## src/rtl/melody_pkg.sv

```systemverilog
// rtl/melody_pkg.sv - sequencer state codes and ROM word field positions
package melody_pkg;

  localparam logic [2:0] ST_IDLE  = 3'd0;
  localparam logic [2:0] ST_FETCH = 3'd1;
  localparam logic [2:0] ST_LOAD  = 3'd2;
  localparam logic [2:0] ST_NOTE  = 3'd3;
  localparam logic [2:0] ST_GAP   = 3'd4;

  // ROM word is {half_period, duration}; duration sits in the low bits
  localparam int DUR_LSB = 0;

  function automatic int hp_lsb(input int dur_w);
    return DUR_LSB + dur_w;
  endfunction

endpackage

```

## src/rtl/tone_gen.sv

```systemverilog
// rtl/tone_gen.sv - half-period counter and toggle flop for the buzzer square wave
module tone_gen #(
  parameter int HP_W = 20
) (
  input  logic            clk,
  input  logic            resetn,
  input  logic            en,
  input  logic            clear,
  input  logic [HP_W-1:0] hp,
  output logic            tone
);

  logic [HP_W-1:0] cnt;
  logic            tog;

  always_ff @(posedge clk) begin
    if (!resetn || clear) begin
      cnt <= '0;
      tog <= 1'b0;
    end else if (en && hp != '0) begin
      if (cnt == hp - 1'b1) begin
        cnt <= '0;
        tog <= ~tog;
      end else begin
        cnt <= cnt + 1'b1;
      end
    end
  end

  assign tone = en && (hp != '0) && tog;

endmodule

```

## src/rtl/melody_sequencer.sv

```systemverilog
// rtl/melody_sequencer.sv - ROM-driven note sequencer with play/stop/pause/loop
// MELODY_GAP_EN adds a silent articulation gap after every note.
module melody_sequencer
  import melody_pkg::*;
#(
  parameter int HP_W        = 20,
  parameter int DUR_W       = 8,
  parameter int ADDR_W      = 6,
  parameter int TICK_CYCLES = 12_500_000,
  parameter int GAP_CYCLES  = 2_500_000
) (
  input  logic                   Clock,
  input  logic                   Reset_n,
  input  logic                   play,
  input  logic                   stop,
  input  logic                   pause,
  input  logic                   loop,
  output logic [ADDR_W-1:0]      rom_addr,
  input  logic [HP_W+DUR_W-1:0]  rom_data,
  output logic                   buzzer,
  output logic                   busy,
  output logic [ADDR_W-1:0]      note_idx,
  output logic                   done
);

  localparam int HP_LSB = hp_lsb(DUR_W);
  localparam int TW = (TICK_CYCLES > 1) ? $clog2(TICK_CYCLES) : 1;
  localparam logic [TW-1:0] TICK_LAST = TW'(TICK_CYCLES - 1);

  logic [2:0]       state;
  logic [HP_W-1:0]  hp_q;
  logic [DUR_W-1:0] dur_q;
  logic [TW-1:0]    tick_cnt;
  logic [DUR_W-1:0] dur_cnt;
  logic             note_end;
  logic             advance;
  logic             tone_en;
  logic             tone_clear;

  assign note_end = (state == ST_NOTE) && !pause && (tick_cnt == TICK_LAST) &&
                    (dur_cnt == dur_q - 1'b1);

`ifdef MELODY_GAP_EN
  localparam int GW = (GAP_CYCLES > 1) ? $clog2(GAP_CYCLES) : 1;
  localparam logic [GW-1:0] GAP_LAST = GW'(GAP_CYCLES - 1);
  logic [GW-1:0] gap_cnt;

  assign advance = (state == ST_GAP) && !pause && (gap_cnt == GAP_LAST);

  always_ff @(posedge Clock) begin
    if (!Reset_n || stop || state != ST_GAP) gap_cnt <= '0;
    else if (!pause && !advance)             gap_cnt <= gap_cnt + 1'b1;
  end
`else
  assign advance = note_end;
`endif

  always_ff @(posedge Clock) begin
    if (!Reset_n || stop) begin
      state    <= ST_IDLE;
      rom_addr <= '0;
      note_idx <= '0;
      busy     <= 1'b0;
      done     <= 1'b0;
      hp_q     <= '0;
      dur_q    <= '0;
      tick_cnt <= '0;
      dur_cnt  <= '0;
    end else begin
      done <= 1'b0;
      case (state)
        ST_IDLE: if (play) begin
          state    <= ST_FETCH;
          rom_addr <= '0;
          busy     <= 1'b1;
        end
        ST_FETCH: state <= ST_LOAD;
        ST_LOAD: begin
          hp_q     <= rom_data[HP_LSB +: HP_W];
          dur_q    <= rom_data[DUR_LSB +: DUR_W];
          tick_cnt <= '0;
          dur_cnt  <= '0;
          if (rom_data[DUR_LSB +: DUR_W] != '0) begin
            state    <= ST_NOTE;
            note_idx <= rom_addr;
          end else if (loop) begin
            rom_addr <= '0;
            state    <= ST_FETCH;
          end else begin
            state    <= ST_IDLE;
            busy     <= 1'b0;
            done     <= 1'b1;
            note_idx <= '0;
          end
        end
        ST_NOTE: if (!pause) begin
          if (tick_cnt == TICK_LAST) begin
            tick_cnt <= '0;
            if (note_end) begin
`ifdef MELODY_GAP_EN
              state <= ST_GAP;
`endif
            end else begin
              dur_cnt <= dur_cnt + 1'b1;
            end
          end else begin
            tick_cnt <= tick_cnt + 1'b1;
          end
        end
`ifdef MELODY_GAP_EN
        ST_GAP: ;
`endif
        default: state <= ST_IDLE;
      endcase
      // The last ROM slot without a marker ends the song unless looping, where the address wraps
      if (advance) begin
        if ((&rom_addr) && !loop) begin
          state    <= ST_IDLE;
          busy     <= 1'b0;
          done     <= 1'b1;
          note_idx <= '0;
        end else begin
          rom_addr <= rom_addr + 1'b1;
          state    <= ST_FETCH;
        end
      end
    end
  end

  assign tone_en    = (state == ST_NOTE) && !pause;
  assign tone_clear = (state == ST_LOAD);

  tone_gen #(.HP_W(HP_W)) u_tone (
    .clk    (Clock),
    .resetn (Reset_n),
    .en     (tone_en),
    .clear  (tone_clear),
    .hp     (hp_q),
    .tone   (buzzer)
  );

endmodule
```

## config.mk

```make
export PLATFORM = sky130hd
export DESIGN_NAME = melody_sequencer
export DESIGN_NICKNAME = d
export VERILOG_FILES = /design/src/rtl/melody_pkg.sv /design/src/rtl/tone_gen.sv /design/src/rtl/melody_sequencer.sv
export SDC_FILE = /design/constraint.sdc
export NUM_CORES = 1
export LEC_CHECK = 0
export ABC_AREA = 0
export CORE_ASPECT_RATIO = 0.75
export CORE_MARGIN = 5
export CORE_UTILIZATION = 29
export CTS_BUF_LIST = sky130_fd_sc_hd__clkbuf_8
export CTS_CLUSTER_SIZE = 24
export DETAILED_ROUTE_END_ITERATION = 12
export MAX_ROUTING_LAYER = met4
export PLACE_DENSITY_LB_ADDON = 0.1
export SLEW_MARGIN = 20
export SYNTH_ARGS = -nofsm -noshare
export SYNTH_HDL_FRONTEND = slang
export SYNTH_SLANG_ARGS = --single-unit
```

## constraint.sdc

```tcl
create_clock -name Clock -period 7.7 [get_ports Clock]
set_input_delay 0.77 -clock Clock [delete_from_list [all_inputs] [get_ports Clock]]
set_output_delay 0.77 -clock Clock [all_outputs]
set_load 0.05 [all_outputs]
```

# ---- Yosys cells after proc, flatten, opt, wreduce, memory -nomap -nowiden
# Index checks and enable logic that the tools add are counted.
dict set report word_totals {
  elab_cells 85
  latch_bits 0
  memories 0
  romBits 0
  out_inout_bits 15
  mem_bits_rw 0
  ff_bits 98
}
dict set report op_classes {
  div 0
  n_mul 0
  n_addsub 6
  bitwise 1
  n_eq_ne 11
  magnitude_cmp 0
  n_shift 0
  mux 36
  reduce_logical 20
}
# operator n
set ops {}
lappend ops {{6-bit two-way mux} 10}
lappend ops {{24-bit two-way mux} 2}
lappend ops {{24-bit one-hot mux with 2 select lines} 1}
lappend ops {{24-bit by 1-bit adder with 24-bit output (second input constant)} 1}
lappend ops {{24-bit == test (second input constant)} 1}
lappend ops {{8-bit two-way mux} 3}
lappend ops {{20-bit by 1-bit adder with 20-bit output (second input constant)} 1}
lappend ops {{20-bit == test} 1}
lappend ops {{20-bit two-way mux} 1}
lappend ops {{20-bit nonzero test} 1}
lappend ops {{20-bit by 1-bit subtractor with 20-bit output (second input constant)} 1}
lappend ops {{8-bit one-hot mux with 2 select lines} 1}
lappend ops {{1-bit two-way mux} 12}
lappend ops {{3-bit one-hot mux with 4 select lines} 1}
lappend ops {{6-bit one-hot mux with 2 select lines} 1}
lappend ops {{8-bit by 1-bit adder with 8-bit output (second input constant)} 1}
lappend ops {{8-bit == test} 1}
lappend ops {{8-bit nonzero test} 1}
lappend ops {{8-bit by 1-bit subtractor with 8-bit output (second input constant)} 1}
lappend ops {{6-bit by 1-bit adder with 6-bit output (second input constant)} 1}
lappend ops {{3-bit by 2-bit == test with 1-bit output (second input constant)} 2}
lappend ops {{1-bit logical AND} 6}
lappend ops {{3-bit two-way mux} 2}
lappend ops {{2-bit != test (second input constant)} 3}
lappend ops {{13 further kinds} 18}

# ---- Depth between registers and ports, before layout
# Gate-level depths: netlist (run 1).
dict set report depth {
  depth_word 8
  mapped_depth 11
}

# ---- By module
# Synthesis (run 1) repeated with hierarchy kept, for this count alone.
dict set report unflattened {
  cells_unflattened 664
  hier_area_um2 5495.3
}
# module area_per_inst_um2 cells_each instances seq_area_each_um2
set by_module_without_submodules {}
lappend by_module_without_submodules {melody_sequencer 3553.4 441 1 1521.5}
lappend by_module_without_submodules {tone_gen 1941.9 223 1 420.4}

# ---- Worst setup path after synthesis (run 1)
# Ideal clock, no wire load.
dict set report synth_timing {
  path_kind {register to register}
  from {reg tick_cnt[0]}
  to {reg rom_addr[0]}
  slack_ps 5120
  stages_incl_launch_ff 8
  path_buffers 0
  required_ps 7579
  arrival_time_ps 2459
  cell_sequence {dfxtp_1 ha_1 or4b_1 or4_1 a2111oi_4 nand2_4 o21a_1 mux2_4}
}
dict set report synth_via {
  elab_chain_len 4
}
# item line
set synth_rtl {}
lappend synth_rtl {{from (decl)} melody_sequencer.sv:33} ;# logic [TW-1:0] tick_cnt;
lappend synth_rtl {{from (signal assigned)} melody_sequencer.sv:107} ;# tick_cnt <= tick_cnt + 1'b1;
lappend synth_rtl {{24-bit == test} melody_sequencer.sv:40} ;# assign note_end = (state == ST_NOTE) && !pause && (tick_cnt == TICK_LAST) &&
lappend synth_rtl {{1-bit logical AND (2 in series)} melody_sequencer.sv:40}
lappend synth_rtl {{6-bit two-way mux} melody_sequencer.sv:116} ;# if (advance) begin
lappend synth_rtl {{to (signal assigned)} melody_sequencer.sv:123} ;# rom_addr <= rom_addr + 1'b1;
lappend synth_rtl {{to (decl)} melody_sequencer.sv:18} ;# output logic [ADDR_W-1:0] rom_addr,
# Every way passes these cells.
# A chain may end at the register's enable or synchronous reset.

# ---- Worst setup path in the final report (run 1)
dict set report layout_timing {
  from {reg hp_q[0]}
  to {out buzzer}
}
dict set report layout_via {
  elab_chain_len 3
}
# item line
set layout_rtl {}
lappend layout_rtl {{from (decl)} melody_sequencer.sv:31} ;# logic [HP_W-1:0] hp_q;
lappend layout_rtl {{from (signal assigned)} melody_sequencer.sv:79} ;# hp_q <= rom_data[HP_LSB +: HP_W];
lappend layout_rtl {{20-bit nonzero test} tone_gen.sv:30} ;# assign tone = en && (hp != '0) && tog;
lappend layout_rtl {{1-bit logical AND (2 in series)} tone_gen.sv:30}
lappend layout_rtl {{to (decl)} melody_sequencer.sv:20} ;# output logic buzzer,
# Every way passes these cells.

==> impl_metrics.yaml, run 1 <==
outcome:
  status: "complete, no violations"
worst_setup_path:
  path_class: "flip-flop to primary output"
  cp_cell_sequence: "inv_1, ha_1, or4b_1, nor3_1, a21boi_2, and2_1, clkdlybuf4s50_1"
  critPathMaxFanout: 9
  slowest_stage: "clkdlybuf4s50_1"
  reg2reg_from: "hp_q[0]$_SDFFE_PP0P_"
  crit_path_max_incr_delay_ns: 0.69
  r2r_cells: 10
  arrival_ns: 2.94
  rr_endpoint: "u_tone.cnt[16]$_SDFFE_PP0P_"
  ff2ff_setup_slack_ns: 4.19
  cp-end-kind: "primary output"
  start_kind: "flip-flop"
  cp.required_ns: 6.93
die:
  initial_core_util: 0.298
  die_y_um: 127
  die-area_um2: 21200
  core_area_um2: 17900
  io_pins: 49
  row_count: 42
  die_w_um: 166
drt:
  route.detailed.drc: 0
  wl_per_cell_um: 15.8
  via_per_inst: 5.07
  ant_nets: 0
  drt-initial-drc-count: 282
  routed_wl_um: 15000
  firstDrtPassIters: 5
  vias: 4820
hold_path:
  hp-class: "flip-flop to flip-flop"
  min_to: "dur_q[7]$_SDFFE_PP0P_"
  whs_path_depth: 2
  min-delay-start: "dur_q[7]$_SDFFE_PP0P_"
synthesis:
  synth_cells: 672
  syn-num-nets: 712
  synth-edff-count: 0
  synth_area_um2: 5330
  ys_async_sr_fraction: 0
  synth_seq_cells: 97
  synthFlopType: "dfxtp_1"
  ys_seq_area_frac: 0.365
  post_synth_num_cell_types: 67
  synth_warnings: 0
  syn_avg_cell_area_um2: 7.92
power:
  p_leak_nw: 1.94
  irDropWorstVdd_mv: 0.0591
  power_density_nw_per_um2: 146
timing:
  finClkSkew_ns: 0.0121
  setup_viol: 0
  rsz0062_at_grt: "false"
  tns_ns: 0
  drv_slew: 0
  final.period_utilization: 0.482
  worst_pin_slew_ns: 0.990
  post-route-min-period_ns: 3.71
  clock.fmax_mhz: 269
  max_slew_margin: 0.340
  hold_violations: 0
clock_network:
  cts_resized: 0
  clock_latency_ns: 0.38
  cts_tree: "built"
  cts_num_sinks: 97
  numCtsBuffers: 9
  path_clk_slew_ns: 0.10
  clockBufferDepth: 2
  htree_num_levels: 3
  clockRootBuffer: "clkbuf_8"
  post_cts_buffers: 0
  cts_hold_buf: 0
global_routing:
  grt_max_degree: 54
  grt_pass1_wl_um: 24900
  grt_usage: 0.148
  gr-total-overflow: 0
  antenna_found_initial: 0
  grt_pass1_vias: 4671
run:
  cap_violations: 0
final_layout:
  final_nets: 743
  drive_above_1_share: 0.0636
  areaGrowthSynthToFinish_pct: 16.4
  final_area_um2: 6200
  antennaDiodeCount: 0
placed_design:
  dp_hpwl_um: 11200
  postPlaceCellArea_um2: 6000
  globalplace.congestion: 0.848
  io_buffers: 48
## power by group
group / switching (W) / total (W) / internal [W]
registers: 0.00000231 / 0.000505 / 0.000503
clock network: 0.000186 / 0.000342 / 0.000157
logic: 0.0000321 / 0.0000591 / 0.0000270
total: 0.000220 / 0.000907 / 0.000687
## final cells by class
| class | count | area, µm² |
|---|---|---|
| Multi-Input combinational cell | 523 | 3170 |
| Sequential cell | 97 | 1940 |
| Tap cell | 242 | 303 |
| Fill cell | 1920 | 11700 |
| Timing Repair Buffer | 53 | 518 |
| Clock inverter | 6 | 60.1 |
| Inverter | 19 | 71.3 |
| Clock buffer | 10 | 138 |
## synthesized netlist by cell type, drive strengths merged, types with 7 or more instances
| cell | number | share of area |
|---|---|---|
| nor3 | 46 | 0.044 |
| buf | 11 | 0.013 |
| nand2 | 90 | 0.065 |
| clkbuf | 22 | 0.016 |
| nor2 | 64 | 0.047 |
| nor4 | 8 | 0.0094 |
| or4 | 7 | 0.011 |
| a22oi | 7 | 0.0099 |
| nand2b | 7 | 0.0082 |
| a31oi | 7 | 0.0082 |
| inv | 19 | 0.013 |
| a21oi | 52 | 0.049 |
| xnor2 | 45 | 0.074 |
| or3 | 12 | 0.015 |
| o21ai | 22 | 0.021 |
| and3 | 10 | 0.012 |
| nand3 | 19 | 0.018 |
| nand4 | 21 | 0.025 |
| dfxtp | 97 | 0.36 |
| xor2 | 20 | 0.033 |
## worst max-delay path: cells and delay by family (launching register included)
| kind | cells | cell delay [ns] |
|---|---|---|
| flip-flops | 1 | 0.37 |
| AO/OA/AOI/OAI | 1 | 0.17 |
| buffers and inverters | 2 | 0.77 |
| AND/OR/NAND/NOR | 3 | 1.02 |
| adder cells (fa/ha/maj) | 1 | 0.24 |
## worst max-delay path by stage
stage	start	to	slack, ns	depth (start not counted)
5_1_grt	hp_q[0]$_SDFFE_PP0P_	buzzer	3.82	7
3_5_place_dp	pause	buzzer	4.00	5
2_1_floorplan	hp_q[0]$_SDFFE_PP0P_	buzzer	5.12	6
6_report	hp_q[0]$_SDFFE_PP0P_	buzzer	3.99	7
3_3_place_gp	pause	buzzer	4.08	5
4_1_cts	hp_q[0]$_SDFFE_PP0P_	buzzer	3.93	7
## layout by cell type (no fill, tap or decap), types with 3 or more instances in the layout
| master | Yosys | routed |
|---|---|---|
| buf_4 | 0 | 5 |
| or3_1 | 11 | 11 |
| xnor2_1 | 45 | 45 |
| nor3_1 | 45 | 45 |
| xor2_1 | 20 | 20 |
| and3_1 | 9 | 9 |
| clkbuf_8 | 0 | 10 |
| nor3b_1 | 4 | 4 |
| nor4_1 | 8 | 8 |
| or4_1 | 5 | 5 |
| a311oi_1 | 4 | 4 |
| nand3_1 | 19 | 19 |
| ha_1 | 6 | 6 |
| nand2_1 | 89 | 89 |
| a32oi_1 | 3 | 3 |
| nor2_1 | 63 | 62 |
| clkinvlp_4 | 0 | 3 |
| a21o_1 | 3 | 3 |
| clkdlybuf4s50_1 | 0 | 48 |
| mux2i_1 | 4 | 4 |
| a22oi_1 | 7 | 7 |
| o211ai_1 | 4 | 4 |
| nor2b_1 | 6 | 6 |
| a31o_2 | 5 | 5 |
| nand4_1 | 21 | 21 |
| and4_1 | 6 | 6 |
| nand2b_1 | 7 | 6 |
| and2_1 | 5 | 5 |
| dfxtp_1 | 97 | 97 |
| a21oi_1 | 52 | 52 |
| o21ai_0 | 21 | 21 |
| a31oi_1 | 7 | 7 |
| inv_1 | 19 | 21 |
## cell families after synthesis
family	share of synthesized area
simple gates	0.308
compound gates	0.154
mux	0.0103
xor+xnor	0.107
flops	0.365
fa+ha+maj	0.0141
buf+inv	0.0418
## metal layers
metal,routed length [µm],global-route usage,vias up
met1,8300,0.221,2277
li1,-,-,2449
met2,6050,0.204,83
met4,112,0.0346,0
met5,0,-,-
met3,504,0.0293,11
## per-stage QoR
step	hold WS (ns)	instances	utilization	setup slack, ns	total power, W
after global placement	0.466	934	0.336	4.08	0.000576
after global routing	0.530	950	0.347	3.82	0.000951
after detailed placement	0.473	934	0.336	4.00	0.000576
after floorplan	0.440	672	-	5.12	0.000547
after CTS	0.487	950	0.347	3.93	0.000926
final	0.492	950	0.347	3.99	0.000907
## sequential cells by signal (all words and copies together) (netlist names)
register / count
done: 1
u_tone.cnt: 20
state: 2
rom_addr: 6
dur_q: 8
note_idx: 6
u_tone.tog: 1
dur_cnt: 8
tick_cnt: 24
busy: 1
hp_q: 20
Note: power is estimated with default switching activity, not from simulation.
==> inputs of run 2 (changes only) <==
clock period = 3.7 ns   (was 7.7 ns; I/O delays follow)
==> impl_metrics.yaml, run 2 (synthesis results as in run 1) <==
outcome:
  status: "complete, no violations"
drt:
  ant_nets: 0
  vias: 4870
  via_per_inst: 5.10
  wl_per_cell_um: 16.0
  drt-initial-drc-count: 327
  routed_wl_um: 15200
  firstDrtPassIters: 4
  route.detailed.drc: 0
global_routing:
  grt_max_degree: 31
  grt_usage: 0.151
  antenna_found_initial: 0
  gr-total-overflow: 0
  grt_pass1_wl_um: 25100
  grt_pass1_vias: 4623
die:
  io_pins: 49
  row_count: 42
  core_area_um2: 17900
  initial_core_util: 0.298
  die_w_um: 166
  die_y_um: 127
  die-area_um2: 21200
clock_network:
  clockBufferDepth: 2
  htree_num_levels: 3
  cts_num_sinks: 97
  clockRootBuffer: "clkbuf_8"
  numCtsBuffers: 9
  path_clk_slew_ns: 0.10
  cts_hold_buf: 0
  cts_tree: "built"
  clock_latency_ns: 0.39
  post_cts_buffers: 0
  cts_resized: 0
worst_setup_path:
  start_kind: "flip-flop"
  cp.required_ns: 3.33
  arrival_ns: 2.96
  critPathMaxFanout: 9
  path_class: "flip-flop to primary output"
  cp-end-kind: "primary output"
final_layout:
  antennaDiodeCount: 0
  mostFrequentLayoutCell: "dfxtp_1"
  largest_register_ff_count: 24
  layout_common_cells: "97 x dfxtp_1, 89 x nand2_1, 62 x nor2_1"
  areaGrowthSynthToFinish_pct: 17.4
  top_regs: "tick_cnt x24, hp_q x20, u_tone.cnt x20"
  finalCoreUtilization: 0.350
  final_area_um2: 6250
  top_register: "tick_cnt"
  drive_above_1_share: 0.0729
  final_nets: 748
  fillers: 1908
timing:
  rsz0062_at_grt: "false"
  setup_viol: 0
  finClkSkew_ns: 0.0120
  tns_ns: 0
  drv_slew: 0
  clock.fmax_mhz: 300
  max_slew_margin: 0.407
  final.period_utilization: 0.900
  hold_violations: 0
  setup_slack_ns: 0.371
  post-route-min-period_ns: 3.33
  worst_pin_slew_ns: 0.890
power:
  total_power_w: 0.00194
  p_leak_nw: 1.97
  power_density_nw_per_um2: 311
  irDropWorstVdd_mv: 0.177
placed_design:
  dp_hpwl_um: 11400
  globalplace.congestion: 0.836
  postPlaceCellArea_um2: 6040
  io_buffers: 48
  post-place-ws_ns: 0.692
hold_path:
  hp-class: "flip-flop to flip-flop"
run:
  cap_violations: 0
run 2: worst max-delay path, stage by stage, from the launching register on:
cell             delay, ns
dfxtp_1               0.37
inv_1                 0.08
ha_1                  0.25
or4b_1                0.55
nor3_1                0.26
a21boi_2              0.16
and2_1                0.21
clkdlybuf4s50_1       0.70
run 2: cell type report:
cell class                      count  area (µm²)  share of cell area
Tap cell                          242         303              0.0484
Clock inverter                      4        50.0             0.00800
Timing Repair Buffer               58         556              0.0889
Inverter                           19        71.3              0.0114
Multi-Input combinational cell    523        3170               0.506
Sequential cell                    97        1940               0.311
Clock buffer                       12         165              0.0264
run 2: worst paths after layout:
kind                            from                       to  slack [ns]  depth (start not counted)
min          u_tone.tog$_SDFFE_PP0P_  u_tone.tog$_SDFFE_PP0P_        0.48                          2
max reg2reg    dur_q[3]$_SDFFE_PP0P_  dur_cnt[7]$_SDFFE_PP0P_        0.65                          7
max             hp_q[0]$_SDFFE_PP0P_                   buzzer        0.37                          7
min reg2reg  u_tone.tog$_SDFFE_PP0P_  u_tone.tog$_SDFFE_PP0P_        0.48                          2
run 2: where the power goes:
part | internal [W] | switching, W | total (W)
logic | 0.0000579 | 0.0000685 | 0.000126
clock network | 0.000367 | 0.000400 | 0.000767
registers | 0.00105 | 0.00000478 | 0.00105
run 2: per-layer routing:
metal | global-route usage | vias up | part of all wire
met4 | 0.0380 | 0 | 0.015
met1 | 0.227 | 2303 | 0.53
met2 | 0.200 | 103 | 0.40
li1 | - | 2451 | -
met5 | - | - | 0
met3 | 0.0364 | 13 | 0.055
run 2: through the flow:
stage                     hold WS [ns]  instances
after global placement           0.458        939
after floorplan                  0.440        672
after global routing             0.510        955
after CTS                        0.487        955
final                            0.482        955
after detailed placement         0.472        939
==> inputs of run 3 (changes only) <==
CORE_ASPECT_RATIO = default   (was 0.75)
CORE_UTILIZATION = 35   (was 29)
==> impl_metrics.yaml, run 3 (synthesis results as in run 1) <==
timing:
  setup_viol: 0
  hold_violations: 0
  tns_ns: 0
  clock.fmax_mhz: 306
  worst_pin_slew_ns: 0.853
  final.period_utilization: 0.884
  fin_hold_ws_ns: 0.478
  max_slew_margin: 0.431
  setup_slack_ns: 0.429
  post-route-min-period_ns: 3.27
  rsz0062_at_grt: "false"
  drv_slew: 0
  finClkSkew_ns: 0.00726
clock_network:
  numCtsBuffers: 9
  htree_num_levels: 3
  clockBufferDepth: 2
  cts_tree: "built"
  cts_num_sinks: 97
  path_clk_slew_ns: 0.09
  clockRootBuffer: "clkbuf_8"
  post_cts_buffers: 0
  clock_latency_ns: 0.37
  cts_hold_buf: 0
  cts_resized: 0
placed_design:
  post-place-ws_ns: 0.722
  dp_hpwl_um: 10300
  globalplace.congestion: 0.869
  io_buffers: 48
  dp.cells: 883
worst_setup_path:
  path_class: "flip-flop to primary output"
  critPathMaxFanout: 9
  ff2ff_setup_slack_ns: 0.72
  endpoint: "buzzer"
  rr_endpoint: "dur_cnt[5]$_SDFFE_PP0P_"
  cp-end-kind: "primary output"
  arrival_ns: 2.90
  r2r_cells: 8
  reg2reg_from: "tick_cnt[0]$_SDFFE_PP0P_"
  crit_start: "hp_q[0]$_SDFFE_PP0P_"
  cp.required_ns: 3.33
  start_kind: "flip-flop"
outcome:
  status: "complete, no violations"
final_layout:
  register_area_um2: 1940
  drive_above_1_share: 0.0676
  antennaDiodeCount: 0
  largest_register_ff_count: 24
  finalCoreUtilization: 0.409
  layout_common_cells: "97 x dfxtp_1, 89 x nand2_1, 62 x nor2_1"
  multi_input_area_um2: 3170
  instances_no_fill: 898
  top_regs: "tick_cnt x24, hp_q x20, u_tone.cnt x20"
  mostFrequentLayoutCell: "dfxtp_1"
  fillers: 1512
  areaGrowthSynthToFinish_pct: 15.9
  final_nets: 746
  top_register: "tick_cnt"
die:
  die_y_um: 133
  die-area_um2: 17800
  io_pins: 49
  row_count: 45
  core_area_um2: 15100
  initial_core_util: 0.353
  die_w_um: 133
drt:
  drt-initial-drc-count: 212
  wl_met3_um: 444
  top_layer_used: "met4"
  firstDrtPassIters: 5
  vias: 4813
  routed_wl_um: 13700
  route.detailed.drc: 0
  wl_per_cell_um: 15.3
  wirelength_met1_um: 6500
  ant_nets: 0
  via_per_inst: 5.36
  wl_met2_um: 6520
global_routing:
  grt_pass1_vias: 4685
  antenna_found_initial: 0
  grt_pass1_wl_um: 23200
  gr-total-overflow: 0
  grt_max_degree: 30
  grt_usage: 0.164
power:
  power_density_nw_per_um2: 314
  irDropWorstVdd_mv: 0.198
  p_leak_nw: 1.97
run:
  cap_violations: 0
hold_path:
  whs_path_depth: 2
  hp-class: "flip-flop to flip-flop"
[run 3: changes by cell type in the layout (fill, tap and decap cells not counted), sizes merged]
cell,previous run,this run
bufinv,1,2
inv,19,21
clkinvlp,2,1
buf,10,8
clkinv,1,0
clkbuf,12,10
[run 3: critical path, stage by stage (launching register included)]
cell and delay (ns):
dfxtp_1 0.37, inv_1 0.08, ha_1 0.23, or4b_1 0.51, nor3_1 0.26, a21boi_2 0.18
and2_1 0.21, clkdlybuf4s50_1 0.70
[run 3: worst min path at each step]
stage | from | end | slack [ns]
floorplan | tick_cnt[21]$_SDFFE_PP0P_ | tick_cnt[21]$_SDFFE_PP0P_ | 0.44
global placement | tick_cnt[21]$_SDFFE_PP0P_ | tick_cnt[21]$_SDFFE_PP0P_ | 0.46
detailed placement | tick_cnt[21]$_SDFFE_PP0P_ | tick_cnt[21]$_SDFFE_PP0P_ | 0.47
CTS | dur_q[7]$_SDFFE_PP0P_ | dur_q[7]$_SDFFE_PP0P_ | 0.48
global route | dur_q[7]$_SDFFE_PP0P_ | dur_q[7]$_SDFFE_PP0P_ | 0.51
finish | dur_q[7]$_SDFFE_PP0P_ | dur_q[7]$_SDFFE_PP0P_ | 0.48
[run 3: where the power goes]
part | internal, W | switching [W]
combinational | 0.0000569 | 0.0000643
sequential | 0.00105 | 0.00000475
clock | 0.000396 | 0.000372
[run 3: through the flow]
stage | power (W) | instance area (µm²)
detailed placement | 0.00120 | 5950
CTS | 0.00198 | 6170
global route | 0.00203 | 6170
finish | 0.00194 | 6170
global placement | 0.00120 | 5950
floorplan | 0.00114 | 5330
[run 3: layout make-up]
type                            count  share of cell area
Multi-Input combinational cell    523               0.513
Inverter                           19              0.0116
Clock inverter                      5              0.0130
Tap cell                          188              0.0381
Sequential cell                    97               0.315
Clock buffer                       10              0.0223
Timing Repair Buffer               56              0.0876
[run 3: per-layer routing]
| layer | vias to the layer above | GRT usage |
|---|---|---|
| met3 | 12 | 0.0363 |
| met1 | 2267 | 0.205 |
| met5 | - | - |
| li1 | 2451 | - |
| met4 | 0 | 0.0491 |
| met2 | 83 | 0.266 |
